===== src/rtl/board_pkg.sv =====
// Shared board geometry, cell type and server state encoding for the
// board row server and its cell store.
package board_pkg;

    localparam int BOARD_W = 10;
    localparam int BOARD_H = 20;
    localparam int CELL_W  = 16;

    typedef logic [CELL_W-1:0] cell_t;

    typedef enum logic [1:0] {
        IDLE,
        FETCH,
        COMMIT,
        CLEAR
    } state_e;

    // Linear cell index, row-major with BOARD_W cells per row.
    function automatic int cell_index(input int y, input int x, input int w);
        return y * w + x;
    endfunction

endpackage


===== src/rtl/board_ram.sv =====
// Single-port cell store: synchronous write enable, registered read of the
// same address. Contents are not reset.
module board_ram #(
    parameter int DEPTH = 200,
    parameter int AW    = 8,
    parameter int DW    = 16
) (
    input  logic          clk,
    input  logic          we,
    input  logic [AW-1:0] addr,
    input  logic [DW-1:0] wdata,
    output logic [DW-1:0] rdata
);

    logic [DW-1:0] mem [DEPTH];
    logic [DW-1:0] rd_data_q;

    always_ff @(posedge clk) begin
        if (we) begin
            mem[addr] <= wdata;
        end
        rd_data_q <= mem[addr];
    end

    assign rdata = rd_data_q;

endmodule


===== src/rtl/board_row_server.sv =====
// Serves one board row at a time to the color mapper from the cell store.
// Define BOARD_CLEAR_EN to enable the board-wipe (CLEAR) sequence.
module board_row_server #(
    parameter int BOARD_W = board_pkg::BOARD_W,
    parameter int BOARD_H = board_pkg::BOARD_H,
    parameter int CELL_W  = board_pkg::CELL_W
) (
    input  logic                           Clk,
    input  logic                           reset,
    input  logic                           LD_Row,
    input  logic [7:0]                     rowNum,
    output logic [BOARD_W-1:0][CELL_W-1:0] Row,
    output logic                           rowReady,
    input  logic                           wr_en,
    input  logic [3:0]                     wr_x,
    input  logic [4:0]                     wr_y,
    input  logic [CELL_W-1:0]              wr_data,
    output logic                           wr_ready,
    input  logic                           clear
);

    import board_pkg::*;

    localparam int DEPTH = BOARD_W * BOARD_H;
    localparam int AW    = $clog2(DEPTH);
    localparam int IW    = $clog2(BOARD_W);

    state_e                         state_q, state_d;
    logic                           ld_q, ld_d;
    logic                           ld_prev_q, ld_prev_d;
    logic [7:0]                     row_s_q, row_s_d;
    logic                           pend_q, pend_d;
    logic [7:0]                     pend_row_q, pend_row_d;
    logic                           clr_pend_q, clr_pend_d;
    logic [7:0]                     fetch_row_q, fetch_row_d;
    logic [AW-1:0]                  cnt_q, cnt_d;
    logic                           rd_vld_q, rd_vld_d;
    logic [IW-1:0]                  rd_idx_q, rd_idx_d;
    logic [BOARD_W-1:0][CELL_W-1:0] shadow_q, shadow_d;
    logic [BOARD_W-1:0][CELL_W-1:0] row_q, row_d;
    logic                           row_ready_q, row_ready_d;

    logic                           rise;
    logic                           req_now;
    logic [7:0]                     req_row;
    logic                           clear_req;
    logic                           clr_go;
    logic                           wr_fire;
    logic                           wr_in_range;
    logic                           fetch_oor;
    logic [AW-1:0]                  wr_addr;
    logic [AW-1:0]                  fetch_addr;

    logic                           ram_we;
    logic [AW-1:0]                  ram_addr;
    logic [CELL_W-1:0]              ram_wdata;
    logic [CELL_W-1:0]              ram_rdata;

`ifdef BOARD_CLEAR_EN
    assign clear_req = clear;
`else
    assign clear_req = clear & 1'b0;
`endif

    // A request is a sampled low-to-high step of LD_Row; rowNum was captured on that same edge.
    assign rise    = ld_q & ~ld_prev_q;
    assign req_now = rise | pend_q;
    assign req_row = rise ? row_s_q : pend_row_q;
    assign clr_go  = clear_req | clr_pend_q;

    assign wr_ready    = reset && (state_q == IDLE) && !req_now && !clr_go;
    assign wr_fire     = wr_en && wr_ready;
    assign wr_in_range = (int'(wr_x) < BOARD_W) && (int'(wr_y) < BOARD_H);
    assign wr_addr     = AW'(cell_index(int'(wr_y), int'(wr_x), BOARD_W));

    assign fetch_oor  = int'(fetch_row_q) >= BOARD_H;
    assign fetch_addr = fetch_oor ? '0 : AW'(cell_index(int'(fetch_row_q), int'(cnt_q), BOARD_W));

    always_comb begin
        state_d     = state_q;
        ld_d        = LD_Row;
        ld_prev_d   = ld_q;
        row_s_d     = rowNum;
        pend_d      = pend_q;
        pend_row_d  = pend_row_q;
        clr_pend_d  = clr_pend_q;
        fetch_row_d = fetch_row_q;
        cnt_d       = cnt_q;
        rd_vld_d    = 1'b0;
        rd_idx_d    = cnt_q[IW-1:0];
        shadow_d    = shadow_q;
        row_d       = row_q;
        row_ready_d = 1'b0;
        ram_we      = 1'b0;
        ram_addr    = '0;
        ram_wdata   = wr_data;

        // Read data lands one cycle after its address; the last cell arrives during COMMIT.
        if (rd_vld_q) begin
            shadow_d[rd_idx_q] = fetch_oor ? '0 : ram_rdata;
        end

        case (state_q)
            IDLE: begin
                if (req_now) begin
                    state_d     = FETCH;
                    fetch_row_d = req_row;
                    cnt_d       = '0;
                    pend_d      = 1'b0;
                    if (clear_req) begin
                        clr_pend_d = 1'b1;
                    end
                end else if (clr_go) begin
                    state_d    = CLEAR;
                    cnt_d      = '0;
                    clr_pend_d = 1'b0;
                end else if (wr_fire && wr_in_range) begin
                    ram_we   = 1'b1;
                    ram_addr = wr_addr;
                end
            end

            FETCH: begin
                ram_addr = fetch_addr;
                rd_vld_d = 1'b1;
                if (int'(cnt_q) == BOARD_W - 1) begin
                    state_d = COMMIT;
                end else begin
                    cnt_d = cnt_q + AW'(1);
                end
                if (rise) begin
                    pend_d     = 1'b1;
                    pend_row_d = row_s_q;
                end
                if (clear_req) begin
                    clr_pend_d = 1'b1;
                end
            end

            COMMIT: begin
                row_d       = shadow_d;
                row_ready_d = 1'b1;
                if (clear_req) begin
                    clr_pend_d = 1'b1;
                end
                if (req_now) begin
                    state_d     = FETCH;
                    fetch_row_d = req_row;
                    cnt_d       = '0;
                    pend_d      = 1'b0;
                end else begin
                    state_d = IDLE;
                end
            end

            CLEAR: begin
                ram_we    = 1'b1;
                ram_addr  = cnt_q;
                ram_wdata = '0;
                if (rise) begin
                    pend_d     = 1'b1;
                    pend_row_d = row_s_q;
                end
                if (int'(cnt_q) == DEPTH - 1) begin
                    if (req_now) begin
                        state_d     = FETCH;
                        fetch_row_d = req_row;
                        cnt_d       = '0;
                        pend_d      = 1'b0;
                    end else begin
                        state_d = IDLE;
                    end
                end else begin
                    cnt_d = cnt_q + AW'(1);
                end
            end

            default: state_d = IDLE;
        endcase
    end

    always_ff @(posedge Clk or negedge reset) begin
        if (!reset) begin
            state_q     <= IDLE;
            ld_q        <= 1'b0;
            ld_prev_q   <= 1'b0;
            row_s_q     <= '0;
            pend_q      <= 1'b0;
            pend_row_q  <= '0;
            clr_pend_q  <= 1'b0;
            fetch_row_q <= '0;
            cnt_q       <= '0;
            rd_vld_q    <= 1'b0;
            rd_idx_q    <= '0;
            shadow_q    <= '0;
            row_q       <= '0;
            row_ready_q <= 1'b0;
        end else begin
            state_q     <= state_d;
            ld_q        <= ld_d;
            ld_prev_q   <= ld_prev_d;
            row_s_q     <= row_s_d;
            pend_q      <= pend_d;
            pend_row_q  <= pend_row_d;
            clr_pend_q  <= clr_pend_d;
            fetch_row_q <= fetch_row_d;
            cnt_q       <= cnt_d;
            rd_vld_q    <= rd_vld_d;
            rd_idx_q    <= rd_idx_d;
            shadow_q    <= shadow_d;
            row_q       <= row_d;
            row_ready_q <= row_ready_d;
        end
    end

    board_ram #(
        .DEPTH(DEPTH),
        .AW   (AW),
        .DW   (CELL_W)
    ) u_ram (
        .clk  (Clk),
        .we   (ram_we),
        .addr (ram_addr),
        .wdata(ram_wdata),
        .rdata(ram_rdata)
    );

    assign Row      = row_q;
    assign rowReady = row_ready_q;

endmodule


===== config.mk =====
export PLATFORM = sky130hd
export DESIGN_NAME = board_row_server
export DESIGN_NICKNAME = d
export VERILOG_FILES = /design/src/rtl/board_pkg.sv /design/src/rtl/board_ram.sv /design/src/rtl/board_row_server.sv
export SDC_FILE = /design/constraint.sdc
export NUM_CORES = 2
export LEC_CHECK = 0
export CAP_MARGIN = 10
export CORE_ASPECT_RATIO = 1.2
export CORE_MARGIN = 2
export CORE_UTILIZATION = 53
export CTS_CLUSTER_DIAMETER = 120
export DETAILED_ROUTE_END_ITERATION = 7
export MAX_ROUTING_LAYER = met4
export PLACE_DENSITY_LB_ADDON = 0.12
export SYNTH_ARGS = -nofsm -noshare
export SYNTH_HDL_FRONTEND = slang
export SYNTH_HIERARCHICAL = 1
export SYNTH_SLANG_ARGS = --single-unit

===== constraint.sdc =====
create_clock -name Clk -period 8.9 [get_ports Clk]
set_clock_uncertainty 0.05 [all_clocks]
set_input_delay 0.89 -clock Clk [delete_from_list [all_inputs] [get_ports Clk]]
set_output_delay 0.89 -clock Clk [all_outputs]
set_load 0.03 [all_outputs]

# Word-level counts from Yosys, hierarchy flattened
# Memories as Yosys holds them, arrays and structs flattened. A register that Yosys moved wholly into a read port is not among the register bits.
# Cells that the tools add are included.
dict set report totals {
  register_bits 363
  latch_bits 0
  ramBits 3200
  rom_bits 0
  input_bits 38
  memories 1
}
dict set report op_classes {
  n_addsub 3
  n_mul 2
  div_mod_pow 0
  order_cmp 5
  n_eq_ne 10
  shift 0
  muxes 36
  n_bitwise 3
  reduce_logical 14
}
# name depth width read_ports rd_clocked_by_memory_dff write_ports line_no
set memory_table {}
lappend memory_table {u_ram.mem 200 16 1 1 1 board_ram.sv:15} ;# logic [DW-1:0] mem [DEPTH];
# cell n
set op_table {}
lappend op_table {{bitwise mux 160 bit} 1}
lappend op_table {{two-way mux 160 bit} 1}
lappend op_table {{two-way mux 8 bit} 10}
lappend op_table {{demux 16 bit (select 4 bit)} 1}
lappend op_table {{two-way mux 16 bit} 3}
lappend op_table {{one-hot mux 8 bit (4 select lines)} 1}
lappend op_table {{one-hot mux 8 bit (3 select lines)} 1}
lappend op_table {{one-hot mux 8 bit (2 select lines)} 1}
lappend op_table {{two-way mux 1 bit} 11}
lappend op_table {{adder 8 x 1 -> 8 bit, second input constant} 1}
lappend op_table {{adder 8 x 4 -> 8 bit} 1}
lappend op_table {{adder 8 bit} 1}
lappend op_table {{== test 8 x 5 -> 1 bit, second input constant} 1}
lappend op_table {{== test 8 x 7 -> 1 bit, second input constant} 1}
lappend op_table {{>= comparator 8 x 5 -> 1 bit, second input constant} 1}
lappend op_table {{multiplier 8 x 3 -> 7 bit, second input constant} 1}
lappend op_table {{inequality test 2 bit, second input constant} 4}
lappend op_table {{one-hot mux 2 bit (4 select lines)} 1}
lappend op_table {{multiplier 5 x 3 -> 7 bit, second input constant} 1}
lappend op_table {{logical AND 1 bit} 6}
lappend op_table {{two-way mux 2 bit} 3}
lappend op_table {{< comparator 4 x 5 -> 1 bit, second input constant} 1}
lappend op_table {{< comparator 5 bit, second input constant} 1}
lappend op_table {{== test 2 bit, second input constant} 2}
lappend op_table {{15 further kinds} 17}

# Logic depth before layout (Yosys ltp)
dict set report depth {
  ltp_word 12
  depth_mapped 19
  depth_no_buf 15
}

# Hierarchy
# The synthesis kept the hierarchy.
# mod n_inst cells_per_inst area_per_inst_um2
set modules_own_cells {}
lappend modules_own_cells {board_ram 1 5852 122964.2}
lappend modules_own_cells {board_row_server 1 1163 14423.8}

# Worst setup path before layout
# Ideal clock, no wire load.
dict set report synth_timing {
  path_kind {register to register}
  from {register state_q[1]}
  to {memory u_ram.mem[0][10], data pin}
  setup_ps 1175
  t_arrival_ps 5876
  required_time_ps 7675
  setup_slack_ps 1799
  path_stages_with_launch 5
  period_less_slack_ps 7101
  path_cell_list {dfrtp_1 -> ha_1 -> clkbuf_1 -> clkbuf_1 -> nor2b_1}
}
dict set report synth_between {
  elab_chain_cells 2
}
# element line_no
set synth_lines {}
lappend synth_lines {{from (decl)} board_row_server.sv:28} ;# state_e state_q, state_d;
lappend synth_lines {{from (signal assigned)} board_row_server.sv:199} ;# state_q <= state_d;
lappend synth_lines {{== test 2 bit} board_row_server.sv:103} ;# case (state_q)
lappend synth_lines {{two-way mux 16 bit} board_row_server.sv:103}
lappend synth_lines {{named net ram_wdata[10]} board_row_server.sv:56} ;# logic [CELL_W-1:0] ram_wdata;
lappend synth_lines {{to (decl)} board_ram.sv:15}
# The timed path passes the listed nets, and every way through them passes these cells.

# Worst setup path after layout
dict set report layout_timing {
  from {register state_q[0]}
  to {register u_ram.rd_data_q[14], in the netlist u_ram/rdata[14] (read register of u_ram.mem)}
}
dict set report layout_between {
  elab_chain_cells 8
}
# element line_no
set layout_lines {}
lappend layout_lines {{zero test 2 bit} {board_row_server.sv:71, board_row_server.sv:103}}
lappend layout_lines {{logical AND 1 bit (2 in series)} board_row_server.sv:71} ;# assign wr_ready = reset && (state_q == IDLE) && !req_now && !clr_go;
lappend layout_lines {{logical AND 1 bit} board_row_server.sv:72} ;# assign wr_fire = wr_en && wr_ready;
lappend layout_lines {{logical AND 1 bit} board_row_server.sv:117} ;# end else if (wr_fire && wr_in_range) begin
lappend layout_lines {{two-way mux 8 bit} board_row_server.sv:117}
lappend layout_lines {{two-way mux 8 bit} board_row_server.sv:105} ;# if (req_now) begin
lappend layout_lines {{one-hot mux 8 bit (3 select lines) (*)} board_row_server.sv:103}
lappend layout_lines {{named net ram_addr[1]} board_row_server.sv:55} ;# logic [AW-1:0] ram_addr;
lappend layout_lines {{to (decl)} board_ram.sv:16} ;# logic [DW-1:0] rd_data_q;
# The timed path passes the listed nets; every way through them passes the cells marked *.
# A chain may end at the register's enable or synchronous reset.

==> run metrics <==
status=complete, but fails checks; failing checks=slew limit; Post-synth top cells=edfxtp_1 (3200), mux4_2 (625), nand2_1 (376); Worst Path Required=9.64 ns; Clock Tree Buf Depth=4; Netlist cell types=69; register area share after synthesis=about three quarters; global route overflow=0; final period utilization=between 70% and 80%; Ports=200; post-synth top area share=roughly 70%; Die H=between 500 and 600 um; final net count=~7600; Slew Limit Headroom=-5.81%; Syn Inst Count=7015; EDFF count, synth=3200; Leakage=50.2 nW; core box area=~260000 um^2; Setup crit end kind=register; RSZ-0062 raised after global routing=no; # rows=204; Hold Crit Start=ld_prev_d; Hold EP=ld_prev_q; GRT met1 Usage=37.3%; fin cells=~11000; Worst R2R End=u_ram/rdata[14]; pre-CTS setup slack=roughly 1.9 ns; Yosys warnings=6; first-pass GRT wire length=about 500000 um; DRT antenna net count=0; R2R depth=14; Post-Syn Area per Cell=19.6 um^2; htree depth=5; Die W=469 um; GRT Max-Usage Layer=met2; nature of the critical path startpoint=register; ys flop type=edfxtp_1; hold buffers post-CTS=1; initial core utilization=53.3%; wire length per cell=between 30 and 40 um; worst hold path depth=0; number of port buffers=a little under 200; gpl congestion=0.885; asr flop ratio synth=10.1%; flops & latches, synth=3579; die area=263000 um^2; Max Cap Viol=0; area added between synthesis and finish=13.6%; Hold Crit Class=reg2reg; Post-CTS Setup Bufs=0; PnR worst setup slack=approximately 2.1 ns; vias=a little over 70000; Worst VDD drop=around 0.22 mV; placed insts=approximately 11000; gr usage total=27.5%; clk_lat worst skew=about 0.89 ns; Min Clock Period, post-route=just under 7 ns; cells taking the most area after synthesis=edfxtp_1 (70%), mux4_2 (10%), dfrtp_1 (6.6%); initial antenna violation count=19; GR Layer Usage met3=under 10%; fin util=60.6%; hpwl dp=between 200000 and 250000 um; cell with the most instances after synthesis=edfxtp_1; Post-Syn Area=137000 um^2; number of global-route vias before repair=a little under 70000; syn nets=between 7000 and 8000; PwrDens=253 nW/um^2; setup TNS=0 ns; Final Max Tran Viols=96; Worst R2R Setup Slack=approximately 2.1 ns; CP Class=reg2reg; reg-to-reg startpoint=state_q[0]; largest net degree at the start of global routing=roughly 200; Num CTS Buffers=roughly 350; Via-to-Cell Ratio=between 6 and 7; area leader, netlist=edfxtp_1; post-CTS sizing=0; final setup violation count=0; f_max=0.147 GHz; 1st-iter DRT viols=around 8200; Final Hold Fails=0; CTS tree=done; share of cells above drive strength 1=between 20 and 25%; Root Buffer=clkbuf_16; clock transition at the registers of the reported paths=0.06 ns; worst-margin pin slew=approximately 1.6 ns; CTS sink cnt=about 3600; crit path DAT=approximately 7.5 ns; grt met2 use=between 40% and 50%; drt pass-1 iters=5; crit-path max FO=57; final wirelength=approximately 350000 um; Residual DRC=0
-- cells by family after synthesis --
kind of cell,share of synthesized area [%]
AOI/OAI and AO/OA,4.06
xor gates and xnor gates,0.0993
adders and majority gates,0.322
buffers and inverters,1.35
DFF,76.8
muxes,14.1
and+or+nand+nor,3.29
-- report_power, final --
group	internal, W	switching [W]	leakage (nW)
clock	0.00816	0.00609	5.35
combinational	0.00178	0.00381	10.9
sequential	0.0195	0.000230	34.0
total	0.0294	0.0101	50.2
-- state kept, by name, summed over array words and instances (netlist names) --
| register | flops |
|---|---|
| pend_row_q | 8 |
| rd_idx_q | 4 |
| cnt_q | 8 |
| Row | 160 |
| u_ram/rdata | 16 |
| shadow_q | 160 |
| state_q | 2 |
| ld_prev_d | 1 |
| u_ram/mem | 3200 |
| pend_q | 1 |
| fetch_row_q | 8 |
| rd_vld_q | 1 |
| rowReady | 1 |
| row_s_q | 8 |
| ld_prev_q | 1 |
-- per-layer routing --
metal	wire length, um	up-vias
li1	-	29400
met1	139000	37600
met2	173000	2982
met3	26800	602
met4	13900	0
met5	0	-
-- cells in the final DEF (no fill, tap or decap), drive strengths merged, types with 29 or more instances in the layout --
| cell type | Yosys | routed |
|---|---|---|
| a2111oi | 31 | 31 |
| a211oi | 97 | 97 |
| a21oi | 66 | 66 |
| a22oi | 146 | 146 |
| buf | 173 | 343 |
| clkbuf | 244 | 465 |
| clkdlybuf4s50 | 0 | 197 |
| clkinv | 1 | 127 |
| dfrtp | 363 | 363 |
| edfxtp | 3200 | 3200 |
| ha | 29 | 29 |
| mux2 | 234 | 234 |
| mux2i | 264 | 264 |
| mux4 | 625 | 625 |
| nand2 | 376 | 376 |
| nand3 | 80 | 80 |
| nor2 | 285 | 285 |
| nor2b | 111 | 111 |
| nor3 | 39 | 39 |
| o21ai | 251 | 251 |
| o22ai | 112 | 112 |
-- through the flow --
step           instance area, um^2  total power (W)  hold WS, ns
6_report                    156000           0.0395        0.335
5_1_grt                     156000           0.0408        0.355
4_1_cts                     156000           0.0398        0.343
3_5_place_dp                145000           0.0257        0.329
3_3_place_gp                145000           0.0255        0.305
2_1_floorplan               137000           0.0234        0.297
-- worst max path at each step --
stage                     cells after the start                end  slack (ns)  startpoint
final                                        14    u_ram/rdata[14]        2.11  state_q[0]
after CTS                                    15     u_ram/rdata[3]        2.26  state_q[0]
after global placement                       14  u_ram/mem[174][5]        1.78     wr_y[1]
after detailed placement                     14  u_ram/mem[174][5]        1.86     wr_y[1]
after global routing                         14    u_ram/rdata[14]        1.93  state_q[0]
after floorplan                               4   u_ram/mem[0][10]        1.80  state_q[1]
-- critical path, cell delays in order (launching register included) --
cell and delay, ns:
dfrtp_1 0.41, inv_1 0.18, ha_1 0.29, clkinv_1 0.30, nor3_2 0.56, and3_1 0.47, a222oi_1 0.19, nor2_4 0.83
buf_12 0.31, buf_12 0.35, and3_1 0.95, a22oi_1 0.29, a31oi_1 0.91, a31oi_1 0.25, o2111ai_1 0.20
-- final cells by class --
type,instances,area [um^2]
sequential,3579,105000
fill,18200,101000
multi-input combinational,3006,30300
clock buffer,465,9580
timing repair buffer,541,4970
tap,3399,4250
clock inverter,160,1330
antenna,23,57.6
inverter,13,50.0
(Power assumes the default switching activity.)
